$ cat src/rtl/cla_multiword_seq.sv
// Sequenced WORDS*SLICE-bit adder/subtractor: one 4-bit carry-lookahead slice
// is reused over WORDS cycles, with valid/ready handshakes on both sides.
module cla_multiword_seq #(
  parameter int unsigned SLICE = 4,
  parameter int unsigned WORDS = 8
) (
  input  logic                   clk,
  input  logic                   rst,
  input  logic                   in_valid,
  output logic                   in_ready,
  input  logic [SLICE*WORDS-1:0] a,
  input  logic [SLICE*WORDS-1:0] b,
  input  logic                   cin,
  input  logic                   sub,
  output logic                   out_valid,
  input  logic                   out_ready,
  output logic [SLICE*WORDS-1:0] sum,
  output logic                   cout,
  output logic                   ovf,
  output logic                   busy
);

  localparam int unsigned IW = $clog2(WORDS);

  typedef enum logic [1:0] {IDLE, RUN, DONE} state_t;

  state_t                        state_q, state_d;
  logic [WORDS-1:0][SLICE-1:0]   a_q, a_d;
  logic [WORDS-1:0][SLICE-1:0]   b_q, b_d;
  logic [WORDS-1:0][SLICE-1:0]   sum_q, sum_d;
  logic [IW-1:0]                 idx_q, idx_d;
  logic                          carry_q, carry_d;
  logic                          cout_q, cout_d;
  logic                          ovf_q, ovf_d;

  logic [SLICE-1:0]              p, g, s;
  logic [SLICE:0]                c;
  logic                          last;

  assign last = (idx_q == IW'(WORDS - 1));

  // Lookahead slice: every carry is a flat sum of products of g/p and the carry-in.
  always_comb begin
    p    = a_q[idx_q] ^ b_q[idx_q];
    g    = a_q[idx_q] & b_q[idx_q];
    c[0] = carry_q;
    c[1] = g[0] | (p[0] & c[0]);
    c[2] = g[1] | (p[1] & g[0]) | (p[1] & p[0] & c[0]);
    c[3] = g[2] | (p[2] & g[1]) | (p[2] & p[1] & g[0]) | (p[2] & p[1] & p[0] & c[0]);
    c[4] = g[3] | (p[3] & g[2]) | (p[3] & p[2] & g[1]) | (p[3] & p[2] & p[1] & g[0])
         | (p[3] & p[2] & p[1] & p[0] & c[0]);
    s    = p ^ c[3:0];
  end

  always_ff @(posedge clk) begin
    if (rst) begin
      state_q <= IDLE;
      a_q     <= '0;
      b_q     <= '0;
      sum_q   <= '0;
      idx_q   <= '0;
      carry_q <= 1'b0;
      cout_q  <= 1'b0;
      ovf_q   <= 1'b0;
    end else begin
      state_q <= state_d;
      a_q     <= a_d;
      b_q     <= b_d;
      sum_q   <= sum_d;
      idx_q   <= idx_d;
      carry_q <= carry_d;
      cout_q  <= cout_d;
      ovf_q   <= ovf_d;
    end
  end

  always_comb begin
    state_d = state_q;
    unique case (state_q)
      IDLE:    if (in_valid) state_d = RUN;
      RUN:     if (last)     state_d = DONE;
      DONE:    if (out_ready) state_d = IDLE;
      default: state_d = IDLE;
    endcase
  end

  // Subtraction is folded into the operand latch: B is inverted and carry-in forced to 1.
  always_comb begin
    a_d     = a_q;
    b_d     = b_q;
    sum_d   = sum_q;
    idx_d   = idx_q;
    carry_d = carry_q;
    cout_d  = cout_q;
    ovf_d   = ovf_q;
    unique case (state_q)
      IDLE: begin
        if (in_valid) begin
          a_d     = a;
          b_d     = sub ? ~b : b;
          carry_d = sub | cin;
          idx_d   = '0;
        end
      end
      RUN: begin
        sum_d[idx_q] = s;
        carry_d      = c[4];
        if (last) begin
          cout_d = c[4];
          ovf_d  = c[3] ^ c[4];
        end else begin
          idx_d = idx_q + 1'b1;
        end
      end
      default: ;
    endcase
  end

  always_comb begin
    in_ready  = (state_q == IDLE);
    out_valid = (state_q == DONE);
    busy      = (state_q != IDLE);
  end

  assign sum  = sum_q;
  assign cout = cout_q;
  assign ovf  = ovf_q;

endmodule
$ cat config.mk
export PLATFORM = sky130hd
export DESIGN_NAME = cla_multiword_seq
export DESIGN_NICKNAME = d
export VERILOG_FILES = /design/src/rtl/cla_multiword_seq.sv
export SDC_FILE = /design/constraint.sdc
export NUM_CORES = 1
export LEC_CHECK = 0
export ABC_AREA = 1
export CAP_MARGIN = 20
export CORE_MARGIN = 4
export CORE_UTILIZATION = 36
export DETAILED_ROUTE_END_ITERATION = 7
export HOLD_SLACK_MARGIN = 0.05
export PLACE_DENSITY = 0.63
export SYNTH_ARGS = -nofsm -noshare
export SYNTH_HDL_FRONTEND = slang
export SYNTH_SLANG_ARGS = --single-unit
$ cat constraint.sdc
create_clock -name clk -period 4.3 [get_ports clk]
set_input_delay 0.86 -clock clk [delete_from_list [all_inputs] [get_ports clk]]
set_output_delay 0.86 -clock clk [all_outputs]
set_load 0.01 [all_outputs]
==> results.py, run 1 <==
metrics = {
    "timing": {
        "final_clock_period_utilization_by_the_worst_path_pct": 65.4,
        "max_freq_mhz": 356,
        "worst_case_clock_skew_ns": 0.0114,
        "finalHoldViolations": 0,
        "worst-slew-pin-transition_ns": 0.846,
        "final-setup-viol-count": 0,
        "fin_setup_tns_ns": 0,
        "hold_slack_ns": 0.455,
        "finalMaxSlewViolations": 0,
        "clock_period_minus_final_worst_setup_slack_ns": 2.81,
        "worst_case_headroom_to_the_max_slew_limit_pct": 43.6,
        "rsz_0062_raised_after_global_routing": "false",
    },
    "setup_path": {
        "cp-start-kind": "register",
        "regToRegStartpoint": "idx_q[0]$_SDFFE_PP0P_",
        "critPathArrivalTime_ns": 3.05,
        "crit_path_cell_trace": "inv_4 > nor2_1 > nor2_1 > o21ai_0 > o2111ai_1 > ha_1 > nand2_1 > nand2_1 > nor2_1 > nand2_1 > nand2_1 > nand3_1 > nand2_1 > inv_1",
        "buffers_and_inverters_on_the_worst_path": 2,
        "crit_path_frequent_cell": "sky130_fd_sc_hd__nand2_1",
        "crit_fanout": 41,
        "crit-reg2reg-capture": "sum[31]$_SDFFE_PP0P_",
        "worst_path_dominant_cell_family": "simple AND/OR/NAND/NOR gates",
        "cp_slowest_stage_delay_ns": 0.68,
        "worst_ep_required_time_ns": 4.54,
        "ff_to_ff_setup_slack_ns": 1.49,
        "worst_setup_path_startpoint": "idx_q[0]$_SDFFE_PP0P_",
        "critPathKind": "reg2reg",
        "reg2regPathDepth": 14,
        "crit_path_end_kind": "register",
        "cpMaxStageDelayCell": "sky130_fd_sc_hd__dfxtp_1",
    },
    "die": {
        "placeableCoreArea_um2": 13400,
        "start_util_pct": 37.2,
        "chipHeight_um": 126,
        "core.rowCount": 42,
        "num_io_pins": 107,
        "die_w_um": 126,
        "die_area_um2": 15800,
    },
    "placed_design": {
        "routabilityCongestion": 0.922,
        "place.port_buffers": 106,
        "dpl_cell_area_um2": 6090,
        "detailed_place_hpwl_um": 9440,
    },
    "synthesis": {
        "mappedNetlistNets": 709,
        "synthesis.area_um2": 4990,
        "top_cells_by_instance_count_after_synthesis": "131 x sky130_fd_sc_hd__nor2_1, 104 x sky130_fd_sc_hd__dfxtp_1, 88 x sky130_fd_sc_hd__o21ai_0",
        "ys_warns": 0,
        "synth.yosys.seq_area_share_pct": 41.8,
        "number_of_flops_mapped_to_enable_cells_by_yosys": 0,
        "yosys_register_bits": 104,
        "post-synth-top-count-cell": "sky130_fd_sc_hd__nor2_1",
        "gate_count_after_technology_mapping": 632,
        "postSynthAreaPerCell_um2": 7.89,
        "ys.flop_type": "sky130_fd_sc_hd__dfxtp_1",
        "synth.area.top_cells": "sky130_fd_sc_hd__dfxtp_1 42%, sky130_fd_sc_hd__nor2_1 9.9%, sky130_fd_sc_hd__o21ai_0 8.8%",
        "synth.distinct_cells": 34,
        "async_flop_share_pct": 0,
        "yosys.area.top_type_share_pct": 41.8,
        "synthDominantAreaCellType": "sky130_fd_sc_hd__dfxtp_1",
    },
    "hold_path": {
        "hold_path_startpoint": "b_q[17]$_SDFFE_PP0P_",
        "hp-class": "reg2reg",
        "worst_hold_path.num_cells": 2,
        "holdPathEnd": "b_q[17]$_SDFFE_PP0P_",
    },
    "global_route": {
        "grt_antenna_before_repair": 0,
        "overflow": 0,
        "grt_pass1_wl_um": 20900,
        "grt_max_degree": 79,
        "grt_util_all_layers_pct": 15.8,
        "vias_in_the_first_global_route": 4290,
    },
    "finish": {
        "area_growth_syn_to_layout_pct": 28.7,
        "post_route_cells_drive_above_1_share_pct": 9.15,
        "fillerInstances": 1325,
        "stdcell_area_um2": 6420,
        "insertedDiodeCount": 0,
        "fin_nets": 793,
    },
    "cts": {
        "cts_setup_buffers": 0,
        "clock_latency_ns": 0.34,
        "clock_tree.root_cell": "sky130_fd_sc_hd__clkbuf_16",
        "bufs_on_longest_clock_path": 2,
        "cts_resized": 0,
        "hold_buffers": 0,
        "cts_buffers": 9,
        "path_clk_slew_ns": 0.07,
        "htreeDepth": 3,
        "tritoncts": "done",
        "cts_num_sinks": 104,
    },
    "pwr": {
        "max-vdd-ir-drop_v": 0.000256,
        "design_power_total_uw": 2470,
        "p_leak_uw": 0.00263,
        "cellPowerDensity_nw_per_um2": 385,
    },
    "detailed_routing": {
        "finalWirelength_um": 12600,
        "drt.antenna.violating_nets": 0,
        "vias_per_cell": 4.93,
        "post_drt_wl_per_cell_um": 14.1,
        "drt_iter0_markers": 260,
        "vias_after_detailed_routing": 4425,
        "post-route-drc-count": 0,
        "detailedRoute.firstPassIterationCount": 5,
    },
    "status": {
        "run_status": "finished, final reports clean",
    },
    "run": {
        "max-cap-violations": 0,
    },
}
==> registers in the layout, indices dropped and copies added (netlist names) <==
name	count
a_q	32
carry_q	1
state_q	2
b_q	32
cout	1
sum	32
idx_q	3
ovf	1
==> layout make-up <==
| type | instances | area [µm²] | share of cell area, % |
|---|---|---|---|
| clock buffers | 10 | 229 | 3.57 |
| flip-flops and latches | 104 | 2080 | 32.4 |
| well taps | 176 | 220 | 3.43 |
| inverters | 56 | 220 | 3.43 |
| repair buffers | 112 | 1110 | 17.4 |
| multi-input cells | 433 | 2480 | 38.6 |
| clock inverters | 6 | 73.8 | 1.15 |
==> routing by layer <==
metal | GRT usage, % | vias to the layer above | part of all wire, %
met5 | 0 | - | 0
met4 | 4.46 | 0 | 1.9
met3 | 3.05 | 20 | 5.3
met2 | 26.7 | 132 | 48
met1 | 20.8 | 2012 | 45
li1 | - | 2261 | -
==> cells in the final DEF, fill, tap and decap left out, types with 5 or more instances in the layout <==
master	instances
sky130_fd_sc_hd__nand3_1	25
sky130_fd_sc_hd__a211oi_2	16
sky130_fd_sc_hd__inv_2	5
sky130_fd_sc_hd__inv_1	48
sky130_fd_sc_hd__clkdlybuf4s50_1	105
sky130_fd_sc_hd__nand4_1	5
sky130_fd_sc_hd__o211ai_1	9
sky130_fd_sc_hd__ha_1	6
sky130_fd_sc_hd__a21oi_1	56
sky130_fd_sc_hd__xor2_1	17
sky130_fd_sc_hd__clkbuf_16	9
sky130_fd_sc_hd__xnor2_1	16
sky130_fd_sc_hd__nand2_1	23
sky130_fd_sc_hd__dfxtp_1	104
sky130_fd_sc_hd__o21ai_0	88
sky130_fd_sc_hd__buf_4	5
sky130_fd_sc_hd__nor2_4	5
sky130_fd_sc_hd__nor2_1	131
sky130_fd_sc_hd__o21ai_1	15
==> how the worst max path moves through the flow <==
stage | end | slack, ns | depth (start not counted)
after floorplan | sum[3]$_SDFFE_PP0P_ | 2.05 | 16
after global placement | b_q[17]$_SDFFE_PP0P_ | 1.57 | 4
after detailed placement | sum[31]$_SDFFE_PP0P_ | 1.53 | 14
after CTS | sum[31]$_SDFFE_PP0P_ | 1.49 | 14
after global routing | sum[3]$_SDFFE_PP0P_ | 1.14 | 14
final | sum[31]$_SDFFE_PP0P_ | 1.49 | 14
==> tightest hold or removal path, stage by stage (launching register included) <==
cell and delay (ns):
sky130_fd_sc_hd__dfxtp_1 0.30, sky130_fd_sc_hd__inv_1 0.06, sky130_fd_sc_hd__a21oi_1 0.05
==> metrics by stage <==
step | instances | worst slack [ns] | utilization (%)
CTS | 896 | 1.49 | 47.7
global placement | 880 | 1.57 | 45.5
detailed placement | 880 | 1.53 | 45.5
global route | 897 | 1.14 | 47.9
finish | 897 | 1.49 | 47.9
floorplan | 632 | 2.05 | -
==> logic make-up (layout without fill, tap and decap cells) <==
logic type,Yosys count,count (layout),share of synthesized area [%]
and+or+nand+nor,204,204,19.8
AOI/OAI and AO/OA,189,189,22.2
DFF,104,104,41.8
buffers and inverters,95,184,8.53
xor gates and xnor gates,33,33,5.80
adders and majority gates,7,7,1.91
==> where the power goes <==
part | internal [µW] | leakage [µW] | switching, µW
clock | 461 | 0.000148 | 362
combinational | 221 | 0.00163 | 351
sequential | 1030 | 0.000855 | 44.5
total | 1710 | 0.00263 | 757
Note: power is estimated with default switching activity, not from simulation.
==> run 2: changes to the inputs <==
PLACE_DENSITY = 0.65   (was 0.63)
clock period = 2.45 ns   (was 4.3 ns; I/O delays follow)
==> run 2 against run 1 <==
Hold slack improved by 0.0028 ns. Clock-buffer cell count shrank 1. Total power rose by 79%. Die area is the same. Cell count is 1.0% higher. Design area up 1.9%. Global-route usage barely moved. Clock skew grew 0.00078 ns. Fmax rose by 25%. Non-clock buffer count increased by 9. Critical path type unchanged.
==> results.py, run 2 (synthesis results as in run 1) <==
metrics = {
    "die": {
        "die_w_um": 126,
        "num_io_pins": 107,
        "placeableCoreArea_um2": 13400,
        "chipHeight_um": 126,
        "start_util_pct": 37.2,
        "die_area_um2": 15800,
        "core.rowCount": 42,
    },
    "finish": {
        "most-common-layout-cells": "131 x sky130_fd_sc_hd__nor2_1, 105 x sky130_fd_sc_hd__clkdlybuf4s50_1, 101 x sky130_fd_sc_hd__dfxtp_1",
        "fin_nets": 802,
        "commonest_non_fill_non_tap_cell_in_the_layout": "sky130_fd_sc_hd__nor2_1",
        "post_route_cells_drive_above_1_share_pct": 11.4,
        "insertedDiodeCount": 0,
        "area_growth_syn_to_layout_pct": 31.1,
    },
    "setup_path": {
        "critPathArrivalTime_ns": 2.47,
        "regToRegStartpoint": "idx_q[1]$_SDFFE_PP0P_",
        "worst_path_dominant_cell_family": "simple AND/OR/NAND/NOR gates",
        "worst_ep_required_time_ns": 2.68,
        "cpMaxStageDelayCell": "sky130_fd_sc_hd__dfxtp_2",
        "cp_slowest_stage_delay_ns": 0.42,
        "critPathKind": "reg2reg",
        "crit_fanout": 10,
        "worst_setup_path_startpoint": "idx_q[1]$_SDFFE_PP0P_",
        "crit_path_end_kind": "register",
        "crit_path_cell_trace": "inv_2 > nand2_8 > nor2_1 > o21ai_0 > o21ai_1 > nor2_2 > inv_2 > ha_1 > nand2_1 > nand2_1 > nand3b_1 > nand3_1 > o211ai_1 > inv_1",
        "cp-start-kind": "register",
        "buffers_and_inverters_on_the_worst_path": 3,
    },
    "global_route": {
        "grt_max_degree": 59,
        "grt_util_all_layers_pct": 15.9,
        "vias_in_the_first_global_route": 4384,
        "grt_antenna_before_repair": 0,
        "overflow": 0,
        "grt_pass1_wl_um": 21100,
    },
    "pwr": {
        "design_power_total_uw": 4430,
        "cellPowerDensity_nw_per_um2": 677,
        "p_leak_uw": 0.00269,
        "max-vdd-ir-drop_v": 0.000399,
    },
    "timing": {
        "final-setup-viol-count": 0,
        "final_clock_period_utilization_by_the_worst_path_pct": 91.6,
        "worst-slew-pin-transition_ns": 0.480,
        "worst_case_headroom_to_the_max_slew_limit_pct": 68.0,
        "finalHoldViolations": 0,
        "finalMaxSlewViolations": 0,
        "max_freq_mhz": 445,
        "worst_case_clock_skew_ns": 0.0122,
        "clock_period_minus_final_worst_setup_slack_ns": 2.24,
        "hold_slack_ns": 0.458,
    },
    "cts": {
        "cts_buffers": 9,
        "bufs_on_longest_clock_path": 2,
        "cts_num_sinks": 104,
        "cts_setup_buffers": 0,
        "path_clk_slew_ns": 0.07,
        "clock_latency_ns": 0.34,
        "tritoncts": "done",
        "clock_tree.root_cell": "sky130_fd_sc_hd__clkbuf_16",
        "htreeDepth": 3,
    },
    "hold_path": {
        "hp-class": "reg2reg",
        "hold_path_startpoint": "b_q[24]$_SDFFE_PP0P_",
    },
    "detailed_routing": {
        "post-route-drc-count": 0,
        "drt_iter0_markers": 256,
        "vias_per_cell": 4.91,
        "detailedRoute.firstPassIterationCount": 4,
        "drt.antenna.violating_nets": 0,
        "finalWirelength_um": 12500,
        "post_drt_wl_per_cell_um": 13.8,
        "vias_after_detailed_routing": 4451,
    },
    "placed_design": {
        "place.port_buffers": 106,
        "routabilityCongestion": 0.839,
        "detailed_place_hpwl_um": 9430,
    },
    "run": {
        "max-cap-violations": 0,
    },
    "status": {
        "run_status": "finished, final reports clean",
    },
}
run 2: cell count changes in the layout (fill, tap and decap cells not counted), sizes merged:
cell,previous run,this run
buf,7,16
clkbuf,10,9
clkinv,2,3
run 2: final cells by class:
type	count	area [µm²]
tap	176	220
inverter	56	223
clock buffer	9	225
fill	1321	6860
clock inverter	7	85.1
multi-input combinational	433	2490
timing repair buffer	121	1210
sequential	104	2090
run 2: worst min-delay path, cell delays in order, from the launching register on:
cell and delay [ns]:
sky130_fd_sc_hd__dfxtp_1 0.30, sky130_fd_sc_hd__inv_1 0.06, sky130_fd_sc_hd__a21oi_1 0.06
run 2: power by group:
| part | internal [µW] | switching [µW] | leakage, µW |
|---|---|---|---|
| logic | 430 | 638 | 0.00168 |
| clock network | 815 | 667 | 0.000153 |
| registers | 1810 | 69.8 | 0.000856 |
run 2: stage by stage:
stage          cell area (µm²)  utilization (%)  instances  setup WS (ns)  setup TNS [ns]
4_1_cts                   6520             48.7        906         0.0283               0
3_5_place_dp              6210             46.3        890        -0.0267         -0.0989
2_1_floorplan             4990                -        632          0.199               0
6_report                  6540             48.8        906          0.205               0
5_1_grt                   6540             48.8        906       -0.00233        -0.00233
3_3_place_gp              6210             46.3        890         0.0446               0
run 2: repair_timing:
item,in CTS,in global routing
endpoints found under the hold margin,0,0
setup endpoints to repair,8,18
gates resized for setup,3,7
hold buffers,0,0
run 2: final timing paths:
path                     endpoint  cells past startpoint  slack [ns]
max           sum[6]$_SDFFE_PP0P_                     14        0.21
min          b_q[24]$_SDFFE_PP0P_                      2        0.46
max reg2reg   sum[6]$_SDFFE_PP0P_                     14        0.21
min reg2reg  b_q[24]$_SDFFE_PP0P_                      2        0.46
run 2: per-layer routing:
metal  up-vias  share of wire, %  track usage (%)
li1       2279                 -                -
met4         0               1.3             3.76
met5         -                 0                0
met2       135                46             25.9
met3        17               5.4             3.39
met1      2020                48             21.5
==> run 3: changes to the inputs <==
CTS_BUF_LIST = sky130_fd_sc_hd__clkbuf_4 sky130_fd_sc_hd__clkbuf_8   (was not set)
RECOVER_POWER = 25   (was not set)
==> run 3 against run 2 <==
Total power is 8.6% lower. Utilization is 0.97 points lower. Clock power is 24% lower. Combinational power hardly changed. Sequential power hardly changed. Fmax is 0.69% lower. Critical path depth stayed put. Sequential cell count stayed put. Register-to-register slack worse by 0.02 ns. Die area stayed put. Highest routed layer unchanged.
==> results.py, run 3 (synthesis results as in run 1) <==
metrics = {
    "status": {
        "run_status": "finished, final reports clean",
    },
    "cts": {
        "hold_buffers": 0,
        "clock_latency_ns": 0.37,
        "clock_tree.root_cell": "sky130_fd_sc_hd__clkbuf_8",
        "tritoncts": "done",
        "cts_num_sinks": 104,
        "cts_buffers": 9,
        "path_clk_slew_ns": 0.10,
        "htreeDepth": 3,
        "bufs_on_longest_clock_path": 2,
    },
    "global_route": {
        "grt_util_all_layers_pct": 15.8,
        "overflow": 0,
        "grt_pass1_wl_um": 21100,
        "grt_antenna_before_repair": 0,
        "grt_max_degree": 59,
        "vias_in_the_first_global_route": 4381,
    },
    "run": {
        "max-cap-violations": 0,
    },
    "setup_path": {
        "path_depth": 14,
        "endpoint_of_the_worst_setup_timing_path": "sum[6]$_SDFFE_PP0P_",
        "worst_path_dominant_cell_family": "simple AND/OR/NAND/NOR gates",
        "worst_ep_required_time_ns": 2.71,
        "reg2regPathDepth": 14,
        "regToRegStartpoint": "idx_q[1]$_SDFFE_PP0P_",
        "critPathArrivalTime_ns": 2.52,
        "cpMaxStageDelayCell": "sky130_fd_sc_hd__dfxtp_2",
        "ff_to_ff_setup_slack_ns": 0.19,
        "cp_slowest_stage_delay_ns": 0.43,
        "cp-start-kind": "register",
        "critPathKind": "reg2reg",
        "crit_path_end_kind": "register",
        "crit-reg2reg-capture": "sum[6]$_SDFFE_PP0P_",
        "buffers_and_inverters_on_the_worst_path": 3,
        "worst_setup_path_startpoint": "idx_q[1]$_SDFFE_PP0P_",
        "crit_path_cell_trace": "inv_2 > nand2_8 > nor2_1 > o21ai_0 > o21ai_1 > nor2_2 > inv_2 > ha_1 > nand2_1 > nand2_1 > nand3b_1 > nand3_1 > o211ai_1 > inv_1",
        "crit_fanout": 10,
    },
    "placed_design": {
        "detailed_place_hpwl_um": 9430,
        "dp_cells": 890,
        "place_worst_setup_slack_ns": -0.0267,
        "place.port_buffers": 106,
        "routabilityCongestion": 0.839,
    },
    "finish": {
        "most-common-layout-cells": "131 x sky130_fd_sc_hd__nor2_1, 104 x sky130_fd_sc_hd__clkdlybuf4s50_1, 101 x sky130_fd_sc_hd__dfxtp_1",
        "post_route_cells_drive_above_1_share_pct": 10.8,
        "fin_cells": 906,
        "fin_nets": 802,
        "insertedDiodeCount": 0,
        "area_growth_syn_to_layout_pct": 28.5,
        "commonest_non_fill_non_tap_cell_in_the_layout": "sky130_fd_sc_hd__nor2_1",
        "fillerInstances": 1326,
    },
    "die": {
        "die_w_um": 126,
        "die_area_um2": 15800,
        "placeableCoreArea_um2": 13400,
        "start_util_pct": 37.2,
        "core.rowCount": 42,
        "num_io_pins": 107,
        "chipHeight_um": 126,
    },
    "timing": {
        "final.setup.worst_slack_ns": 0.190,
        "worst_case_clock_skew_ns": 0.0131,
        "rsz_0062_raised_after_global_routing": "false",
        "finalHoldViolations": 0,
        "worst-slew-pin-transition_ns": 0.686,
        "final-setup-viol-count": 0,
        "final_clock_period_utilization_by_the_worst_path_pct": 92.3,
        "clock_period_minus_final_worst_setup_slack_ns": 2.26,
        "finalMaxSlewViolations": 0,
        "max_freq_mhz": 442,
        "worst_case_headroom_to_the_max_slew_limit_pct": 54.2,
    },
    "pwr": {
        "seq_power_share_pct": 46.4,
        "p_int_uw": 2730,
        "clock_power_share_pct": 27.5,
        "switchingPower_uw": 1320,
        "comb_power_share_pct": 26.0,
        "cellPowerDensity_nw_per_um2": 632,
        "max-vdd-ir-drop_v": 0.000290,
        "sw_frac_of_total_pct": 32.6,
        "p_leak_uw": 0.00264,
    },
    "detailed_routing": {
        "vias_per_cell": 4.90,
        "vias_after_detailed_routing": 4436,
        "post_drt_wl_per_cell_um": 13.7,
        "finalWirelength_um": 12500,
        "drt_iter0_markers": 267,
        "detailedRoute.firstPassIterationCount": 5,
        "drt.antenna.violating_nets": 0,
        "post-route-drc-count": 0,
    },
    "hold_path": {
        "hp-class": "reg2reg",
        "worst_hold_path.num_cells": 2,
    },
}
-- run 3: worst register-to-register path, stage by stage (launching register included) --
cell and delay (ns):
sky130_fd_sc_hd__dfxtp_2 0.43, sky130_fd_sc_hd__inv_2 0.10, sky130_fd_sc_hd__nand2_8 0.14, sky130_fd_sc_hd__nor2_1 0.06
sky130_fd_sc_hd__o21ai_0 0.08, sky130_fd_sc_hd__o21ai_1 0.10, sky130_fd_sc_hd__nor2_2 0.15, sky130_fd_sc_hd__inv_2 0.05
sky130_fd_sc_hd__ha_1 0.34, sky130_fd_sc_hd__nand2_1 0.10, sky130_fd_sc_hd__nand2_1 0.07, sky130_fd_sc_hd__nand3b_1 0.25
sky130_fd_sc_hd__nand3_1 0.14, sky130_fd_sc_hd__o211ai_1 0.11, sky130_fd_sc_hd__inv_1 0.06
-- run 3: cell type report --
type                       instances  area, µm²  area share, %
multi-input combinational        433       2480           38.7
sequential                       104       2090           32.5
timing repair buffer             121       1190           18.5
inverter                          56        223           3.48
tap                              176        220           3.44
clock buffer                       9        124           1.93
clock inverter                     7       85.1           1.33
-- run 3: power groups by stage --
stage | clock network (µW) | registers, µW | logic [µW]
finish | 1120 | 1880 | 1050
global route | 1200 | 1890 | 1180
CTS | 1140 | 1880 | 1050
detailed placement | 0 | 1920 | 1040
global placement | 0 | 1920 | 1020
floorplan | 0 | 1900 | 679
-- run 3: repair_timing --
| action | CTS | global route |
|---|---|---|
| buffers inserted | 0 | 0 |
| hold endpoints to repair | 0 | 0 |
| setup endpoints to repair | 8 | 18 |
| gates resized for setup | 3 | 7 |
| gates cloned | 0 | 0 |
-- run 3: stage by stage --
| step | hold WS [ns] | TNS (ns) | utilization, % | power [µW] | instance area [µm²] |
|---|---|---|---|---|---|
| finish | 0.462 | 0 | 47.8 | 4050 | 6410 |
| global route | 0.485 | 0 | 47.8 | 4270 | 6410 |
| CTS | 0.463 | 0 | 47.9 | 4060 | 6420 |
| detailed placement | 0.449 | -0.0989 | 46.3 | 2960 | 6210 |
| global placement | 0.443 | 0 | 46.3 | 2930 | 6210 |
| floorplan | 0.430 | 0 | - | 2580 | 4990 |
-- run 3: metal layers --
layer	wire [µm]	part of all wire (%)	track usage [%]	up-vias
li1	-	-	-	2281
met5	0	0	0	-
met4	153	1.2	4.40	0
met2	5820	47	26.0	119
met3	629	5.1	2.62	14
met1	5850	47	21.6	2022
-- run 3: worst min path at each step --
stage,from,end,slack (ns)
global placement,b_q[2]$_SDFFE_PP0P_,b_q[2]$_SDFFE_PP0P_,0.44
global route,b_q[3]$_SDFFE_PP0P_,b_q[3]$_SDFFE_PP0P_,0.49
detailed placement,b_q[3]$_SDFFE_PP0P_,b_q[3]$_SDFFE_PP0P_,0.45
CTS,b_q[3]$_SDFFE_PP0P_,b_q[3]$_SDFFE_PP0P_,0.46
finish,b_q[24]$_SDFFE_PP0P_,b_q[24]$_SDFFE_PP0P_,0.46
floorplan,b_q[10]$_SDFFE_PP0P_,b_q[10]$_SDFFE_PP0P_,0.43
